$ cat src/rtl/adc_capture_packer.sv
// ADC DDR capture: lane pairing, decimation, word packing and arm/trigger record control.
// Define ADC_TEST_PATTERN_EN to add the tp_sel input and an internal ramp sample source.
module adc_capture_packer #(
    parameter int  SAMPLE_W   = 8,
    parameter int  PAIRS      = 4,
    parameter bit  PAIR_ALIGN = 1'b1,
    parameter int  LEN_W      = 16,
    parameter int  DECIM_W    = 4,
    localparam int OUT_W      = 2 * SAMPLE_W * PAIRS
) (
    input  logic                dco,
    input  logic                rst,
    input  logic [SAMPLE_W-1:0] dr,
    input  logic [SAMPLE_W-1:0] df,
    input  logic                arm,
    input  logic                abort,
    input  logic                trig,
    input  logic [LEN_W-1:0]    rec_len,
    input  logic [DECIM_W-1:0]  decim,
    input  logic                wr_full,
`ifdef ADC_TEST_PATTERN_EN
    input  logic                tp_sel,
`endif
    output logic [OUT_W-1:0]    wr_data,
    output logic                wr_en,
    output logic                busy,
    output logic                done,
    output logic                overflow,
    output logic [LEN_W-1:0]    word_cnt
);
    localparam int PAIR_W = 2 * SAMPLE_W;
    localparam int PCNT_W = (PAIRS > 1) ? $clog2(PAIRS) : 1;
    localparam logic [PCNT_W-1:0] PCNT_LAST = PCNT_W'(PAIRS - 1);

    typedef enum logic [1:0] {S_IDLE, S_ARMED, S_CAPTURE, S_DONE} state_t;

    logic [SAMPLE_W-1:0] s_dr;
    logic [SAMPLE_W-1:0] s_df;

`ifdef ADC_TEST_PATTERN_EN
    logic [SAMPLE_W-1:0] ramp;

    always_ff @(posedge dco or posedge rst) begin
        if (rst) ramp <= '0;
        else     ramp <= ramp + SAMPLE_W'(2);
    end

    assign s_df = tp_sel ? ramp : df;
    assign s_dr = tp_sel ? ramp + 1'b1 : dr;
`else
    assign s_df = df;
    assign s_dr = dr;
`endif

    state_t              state;
    logic                arm_d;
    logic [SAMPLE_W-1:0] df_d;
    logic [PAIR_W-1:0]   pair;
    logic [OUT_W-1:0]    pack;
    logic [PCNT_W-1:0]   pcnt;
    logic [PCNT_W-1:0]   pcnt_base;
    logic [DECIM_W-1:0]  dcnt;
    logic [DECIM_W-1:0]  cur_decim;
    logic                emit_pend;
    logic                arm_rise;
    logic                start;
    logic                accept;
    logic [LEN_W-1:0]    word_cnt_inc;

    assign pair         = PAIR_ALIGN ? {s_dr, df_d} : {s_dr, s_df};
    assign arm_rise     = arm & ~arm_d;
    assign start        = (state == S_ARMED) & trig;
    assign accept       = start | ((state == S_CAPTURE) & (dcnt == '0));
    assign pcnt_base    = start ? '0 : pcnt;
    assign word_cnt_inc = word_cnt + 1'b1;

    always_ff @(posedge dco or posedge rst) begin
        if (rst) begin
            state     <= S_IDLE;
            arm_d     <= 1'b0;
            df_d      <= '0;
            pack      <= '0;
            pcnt      <= '0;
            dcnt      <= '0;
            cur_decim <= '0;
            emit_pend <= 1'b0;
            wr_data   <= '0;
            wr_en     <= 1'b0;
            busy      <= 1'b0;
            done      <= 1'b0;
            overflow  <= 1'b0;
            word_cnt  <= '0;
        end else begin
            arm_d     <= arm;
            df_d      <= s_df;
            // NOTE: strobes default low here; a later non-blocking assignment in this block overrides.
            wr_en     <= 1'b0;
            emit_pend <= 1'b0;
            if (abort) begin
                state <= S_IDLE;
                busy  <= 1'b0;
                done  <= 1'b0;
                pcnt  <= '0;
            end else begin
                if (accept) begin
                    // New pairs enter at the top, so a full word holds its oldest pair in the LSBs.
                    pack <= (pack >> PAIR_W) | (OUT_W'(pair) << (OUT_W - PAIR_W));
                    if (pcnt_base == PCNT_LAST) begin
                        pcnt      <= '0;
                        emit_pend <= 1'b1;
                    end else begin
                        pcnt <= pcnt_base + 1'b1;
                    end
                end
                if (start) begin
                    dcnt      <= (decim == '0) ? '0 : DECIM_W'(1);
                    cur_decim <= decim;
                end else if (dcnt == cur_decim) begin
                    dcnt      <= '0;
                    cur_decim <= decim;
                end else begin
                    dcnt <= dcnt + 1'b1;
                end
                case (state)
                    S_IDLE: begin
                        if (arm_rise) begin
                            state <= S_ARMED;
                            busy  <= 1'b1;
                        end
                    end
                    S_ARMED: begin
                        if (trig) begin
                            state    <= S_CAPTURE;
                            word_cnt <= '0;
                        end
                    end
                    S_CAPTURE: begin
                        if (emit_pend) begin
                            word_cnt <= word_cnt_inc;
                            if (wr_full) begin
                                overflow <= 1'b1;
                            end else begin
                                wr_en   <= 1'b1;
                                wr_data <= pack;
                            end
                            if ((rec_len != '0) && (word_cnt_inc == rec_len)) begin
                                state <= S_DONE;
                                busy  <= 1'b0;
                                done  <= 1'b1;
                            end
                        end
                    end
                    S_DONE: begin
                        if (arm_rise) begin
                            state    <= S_ARMED;
                            busy     <= 1'b1;
                            done     <= 1'b0;
                            overflow <= 1'b0;
                        end
                    end
                    default: state <= S_IDLE;
                endcase
            end
        end
    end
endmodule

$ cat config.mk
export PLATFORM = sky130hd
export DESIGN_NAME = adc_capture_packer
export DESIGN_NICKNAME = d
export VERILOG_FILES = /design/src/rtl/adc_capture_packer.sv
export SDC_FILE = /design/constraint.sdc
export NUM_CORES = 1
export LEC_CHECK = 0
export CAP_MARGIN = 30
export CORE_UTILIZATION = 55
export CTS_BUF_LIST = sky130_fd_sc_hd__clkbuf_8
export DETAILED_ROUTE_END_ITERATION = 7
export GPL_TIMING_DRIVEN = 0
export PLACE_DENSITY_LB_ADDON = 0.3
export SLEW_MARGIN = 40
export SYNTH_ARGS = -nofsm -noshare
export SYNTH_HDL_FRONTEND = slang
export SYNTH_SLANG_ARGS = --single-unit
$ cat constraint.sdc
create_clock -name dco -period 8.12 [get_ports dco]
set_input_delay 1.624 -clock dco [delete_from_list [all_inputs] [get_ports dco]]
set_output_delay 1.624 -clock dco [all_outputs]
set_load 0.02 [all_outputs]
Word-level counts from Yosys, hierarchy flattened
Cells that the tools add are included.

cells by class
  mux-type cells = 38
  bitwise logic cells = 8
  reduce and logical (&&, ||, !) cells = 20
  add/sub/neg operators = 3
  equal/unequal tests = 15

operator list
  kind                                           count
  OR 48 x 64 -> 64 bit                           1
  two-way mux 16 bit                             2
  case mux 16 bit (2 select lines)               1
  AND reduction 4 bit                            5
  two-way mux 1 bit                              18
  two-way mux 2 bit                              9
  adder 16 x 1 -> 16 bit, second input constant  1
  == test 16 bit                                 1
  two-way mux 4 bit                              4
  nonzero test 16 bit                            1
  != test 3 bit, second input constant           3
  logical NOT 4 bit                              2
  != test 2 bit, second input constant           4
  nonzero test 2 bit                             4
  == test 2 bit, second input constant           3
  case mux 1 bit (2 select lines)                3
  case mux 2 bit (3 select lines)                1
  nonzero test 3 bit                             2
  AND reduction 5 bit                            1
  adder 4 x 1 -> 4 bit, second input constant    1
  == test 4 bit                                  1
  AND reduction 2 bit                            2
  AND 1 bit                                      3
  != test 3 x 1 -> 1 bit, second input constant  1
  8 further kinds                                10

word-level totals
  bits of input ports = 42
  bits in registers = 170
  logic and storage cells = 98
  output and inout bits = 84

Longest topological paths before layout
  depth after elaboration = 7
  gate-level depth with buffers = 10
  mapped depth without buffers = 8

Least setup slack after synthesis
OpenSTA, ideal clock, no wires.

  path kind = input to register
  start = input rec_len[3]
  end = register busy
  path slack = 4,737 ps
  stages = 7
  setup time = 126 ps
  data required time = 7,994 ps
  data arrival time = 3,257 ps
  path through = xnor2_1 > xnor2_1 > nand2_1 > a2111oi_0 > nand4_1 > or3_4 > o311a_1

on the way
  cells in the longest elaborated chain, start to end = 4
  elaborated cells on any way between the ends = 5
  those cells by class = eq/ne (2); reduce/logical (3)

ends and longest elaborated chain
  element                                                line  RTL
  from (decl)                                            18    input logic [LEN_W-1:0] rec_len,
  == test 16 bit or nonzero test 16 bit (tied branches)  146   if ((rec_len != '0) && (word_cnt_inc == rec_len)) begin
  logical AND 1 bit (*)                                  146
  != test 3 x 2 -> 1 bit (no source line) (*)            --
  AND reduction 4 bit (no source line) (*)               --
  to (signal assigned)                                   128   busy <= 1'b1;
  to (signal assigned)                                   148   busy <= 1'b0;
  to (signal assigned)                                   156   busy <= 1'b1;
  to (decl)                                              26    output logic busy,

Mark *: on every way between the ends. The rest lies on a longest branch, timed or not.
A chain may end at the register's enable or synchronous reset.

Worst setup path in the final report
  start = input abort
  end = register wr_data[42]

on the way
  cells in the longest elaborated chain, start to end = 2

ends and longest elaborated chain
  element                               line  RTL
  from (decl)                           16    input logic abort,
  inverter 1 bit (no source line)       --
  AND reduction 4 bit (no source line)  --
  to (signal assigned)                  144   wr_data <= pack;
  to (decl)                             24    output logic [OUT_W-1:0] wr_data,

Every way passes these cells.

==> impl_metrics.env <==
export IMPL_wl_met3_microns=1143
export IMPL_rrSetupSlack_ns=4.77
export IMPL_antenna_left=0
export IMPL_clk_path_buf_depth=2
export IMPL_fmax_mhz=263.1
export IMPL_worst_pin_slew_ns=0.7103
export IMPL_yosys_register_bits=170
export IMPL_hold_class="register to register"
export IMPL_async_reset_ff_frac=1.000
export IMPL_worst_setup_path_type="input pin to register"
export IMPL_drive_gt1_frac=0.2632
export IMPL_slew_viol_final=0
export IMPL_place_ws_ns=3.859
export IMPL_wl_met1_microns=7216
export IMPL_drc=0
export IMPL_rsz0062_at_grt="no"
export IMPL_clk_latency_ns=0.45
export IMPL_fin_crit_ns=3.801
export IMPL_skew_ns=0.009620
export IMPL_overflow=0
export IMPL_cts_buffers=17
export IMPL_die_w_microns=117.3
export IMPL_track_usage=0.2649
export IMPL_areaGrowthSynthToFinish_pct=26.66
export IMPL_syn_nets=612
export IMPL_hold_viol=0
export IMPL_worstPathMaxFanout=10
export IMPL_synth_simple_area_share=0.08847
export IMPL_maxCapViolCount=0
export IMPL_wire_per_inst_microns=19.09
export IMPL_synth_avg_cell_area_sq_um=12.99
export IMPL_core_area_sq_um=12770
export IMPL_hpwl_microns=12020
export IMPL_layout_setup_ws_ns=4.319
export IMPL_fin_crit_sh=0.4681
export IMPL_ios=126
export IMPL_worstPathCellList="clkdlybuf4s50_1 -> nor2_1 -> and3b_1 -> clkbuf_1 -> clkbuf_1 -> mux2_2"
export IMPL_critPathSlowestCell="clkbuf_1"
export IMPL_syn_instance_count=563
export IMPL_fin_cells=894
export IMPL_placed_cells=862
export IMPL_path_common_cell="clkbuf_1"
export IMPL_die_area_sq_um=13760
export IMPL_required_ns=8.46
export IMPL_yosys_top_cells_area="dfrtp_1 58%, mux2_2 20%, xnor2_1 1.9%"
export IMPL_status="completed"
export IMPL_yosys_warnings=0
export IMPL_first_global_vias=5336
export IMPL_post_cts_repair_setup_buffers=0
export IMPL_synthMuxAreaShare=0.2060
export IMPL_drtIter0Drc=389
export IMPL_fin_nets=758
export IMPL_placed_area_sq_um=8846
export IMPL_row_count=41
export IMPL_synth_compound_area_frac=0.05921
export IMPL_die_y_microns=117.3
export IMPL_synth_xor_area_share=0.02875
export IMPL_portBuffers=125
export IMPL_critPathCaptureType="register"
export IMPL_synth_adder_area_share=0.01198
export IMPL_firstDrtPassIters=4
export IMPL_p_per_area_nw_per_um2=261.6
export IMPL_p_leak_nw=4.113
export IMPL_grt_start_max_net_pins=84
export IMPL_power_total_mw=2.423
export IMPL_synth_distinct_cells=51
export IMPL_cts_root_buf="clkbuf_8"
export IMPL_htreeDepth=4
export IMPL_grt_pass1_wl_microns=28320
export IMPL_synth_main_ff_cell="dfrtp_1"
export IMPL_highest_layer="met4"
export IMPL_clkSlewWorstSetupHoldPaths_ns=0.09
export IMPL_synth_top_cell_area_share=0.5818
export IMPL_synth_edf_count=0
export IMPL_cts_sinks=170
export IMPL_antenna_diode_count=0
export IMPL_route_met2_wl_microns=8465
export IMPL_cts_resized=0
export IMPL_gp_congestion=0.9073
export IMPL_cts_tree="done"
export IMPL_start_util=0.5724
export IMPL_antenna_found_initial=0
export IMPL_num_vias=4996
export IMPL_ir_drop_mv=0.2360
export IMPL_synth_top_area_cell="dfrtp_1"
export IMPL_ys_seq_area_frac=0.5818
export IMPL_avgViaCountPerCell=5.588
export IMPL_whs_ns=0.4988
export IMPL_slowest_delay_ns=0.60
export IMPL_setup_viol=0
export IMPL_wirelength_microns=17070
export IMPL_cts_hold_buf=0
export IMPL_design_area_sq_um=9261
export IMPL_synthesis_area_sq_um=7312
export IMPL_synth_top_family_by_area="multiplexers"
export IMPL_worstSetupStartpointType="input pin"
export IMPL_cp_arrival_ns=4.14
export IMPL_slew_headroom=0.5265
## state kept, by name (all words and copies together) (netlist names), 2 cells and up
signal     cells
word_cnt      16
wr_data       64
state          2
dcnt           4
pcnt           2
pack          64
cur_decim      4
df_d           8
## cells in the mapped netlist, types with 4 or more instances
cell type and instances:
dfrtp_1 170, and2_1 4, nand2_1 33, nor4_1 10
mux2_2 132, inv_1 10, nand3_1 10, a21oi_1 13
clkbuf_1 17, buf_2 12, ha_1 7, o21ai_0 18
o31ai_1 5, nor2b_1 5, nor3_1 11, xor2_1 8
o311ai_0 4, nand4_1 11, a21o_1 4, a22o_1 6
xnor2_1 16, or3_1 5, nor2_1 18
## metrics by stage
stage               setup TNS (ns)  utilization
global placement            -2.036       0.6872
finish                           0       0.7250
detailed placement               0       0.6925
global route                     0       0.7250
floorplan                        0            -
CTS                              0       0.7245
## cells in the final DEF, fill, tap and decap left out, types with 2 or more instances in the layout
cell type	instances
nand3_1	10
inv_1	9
a21o_1	4
mux2_2	132
o211ai_1	2
bufinv_16	2
dfrtp_1	170
ha_1	7
nor2b_1	5
o311ai_0	4
o22ai_1	2
xnor2_1	16
mux2i_1	2
clkbuf_8	18
nor3_1	10
inv_6	4
nand2_1	33
nor2_1	18
or3_1	5
inv_8	2
o21ai_0	18
buf_16	2
and2_1	4
nand4_1	11
or4_1	2
a21oi_1	13
clkbuf_1	17
a22o_1	6
buf_2	12
clkdlybuf4s50_1	125
o311a_1	2
nand2b_1	2
clkinv_4	3
o31ai_1	5
clkinvlp_4	3
xor2_1	8
nor4_1	10
## final cells by class
| type | instances | area, sq um |
|---|---|---|
| Timing Repair Buffer | 127 | 1306 |
| Buffer | 31 | 132.6 |
| Clock inverter | 14 | 160.2 |
| Inverter | 11 | 48.80 |
| Multi-Input combinational cell | 351 | 2897 |
| Tap cell | 172 | 215.2 |
| Clock buffer | 18 | 247.7 |
| Sequential cell | 170 | 4254 |
| Fill cell | 871 | 3512 |
## cells by family (layout without fill, tap and decap cells)
kind of cell | count (synthesis) | in the layout
compound gates | 63 | 63
xor+xnor | 24 | 24
fa+ha+maj | 7 | 7
buf+inv | 42 | 201
flops | 170 | 170
mux | 134 | 134
simple gates | 123 | 123
## routing by layer
layer / GRT usage / vias up
met5: 0 / -
met4: 0.08198 / 0
met3: 0.07344 / 24
met2: 0.4390 / 144
met1: 0.3383 / 2514
li1: - / 2314
## critical path, delay by kind of cell
family	cells	cell delay, ns
buffers and inverters	3	1.54
AND/OR/NAND/NOR	2	0.55
multiplexers	1	0.41
## report_power, final
part / internal, mW / switching (mW) / total, mW
Sequential: 1.04 / 0.174 / 1.21
Clock: 0.288 / 0.323 / 0.611
Combinational: 0.308 / 0.294 / 0.602
## path summary, 6_finish.rpt
| check | start | cells after the start | endpoint |
|---|---|---|---|
| hold reg to reg | df_d[3] | 1 | pack[51] |
| max in group asynchronous | rst | 4 | pack[26] |
| hold / removal | df_d[3] | 1 | pack[51] |
| setup / recovery | abort | 6 | wr_data[42] |
| min in group asynchronous | rst | 2 | df_d[4] |
| setup reg to reg | state[0] | 9 | wr_data[42] |
(Power assumes the default switching activity.)
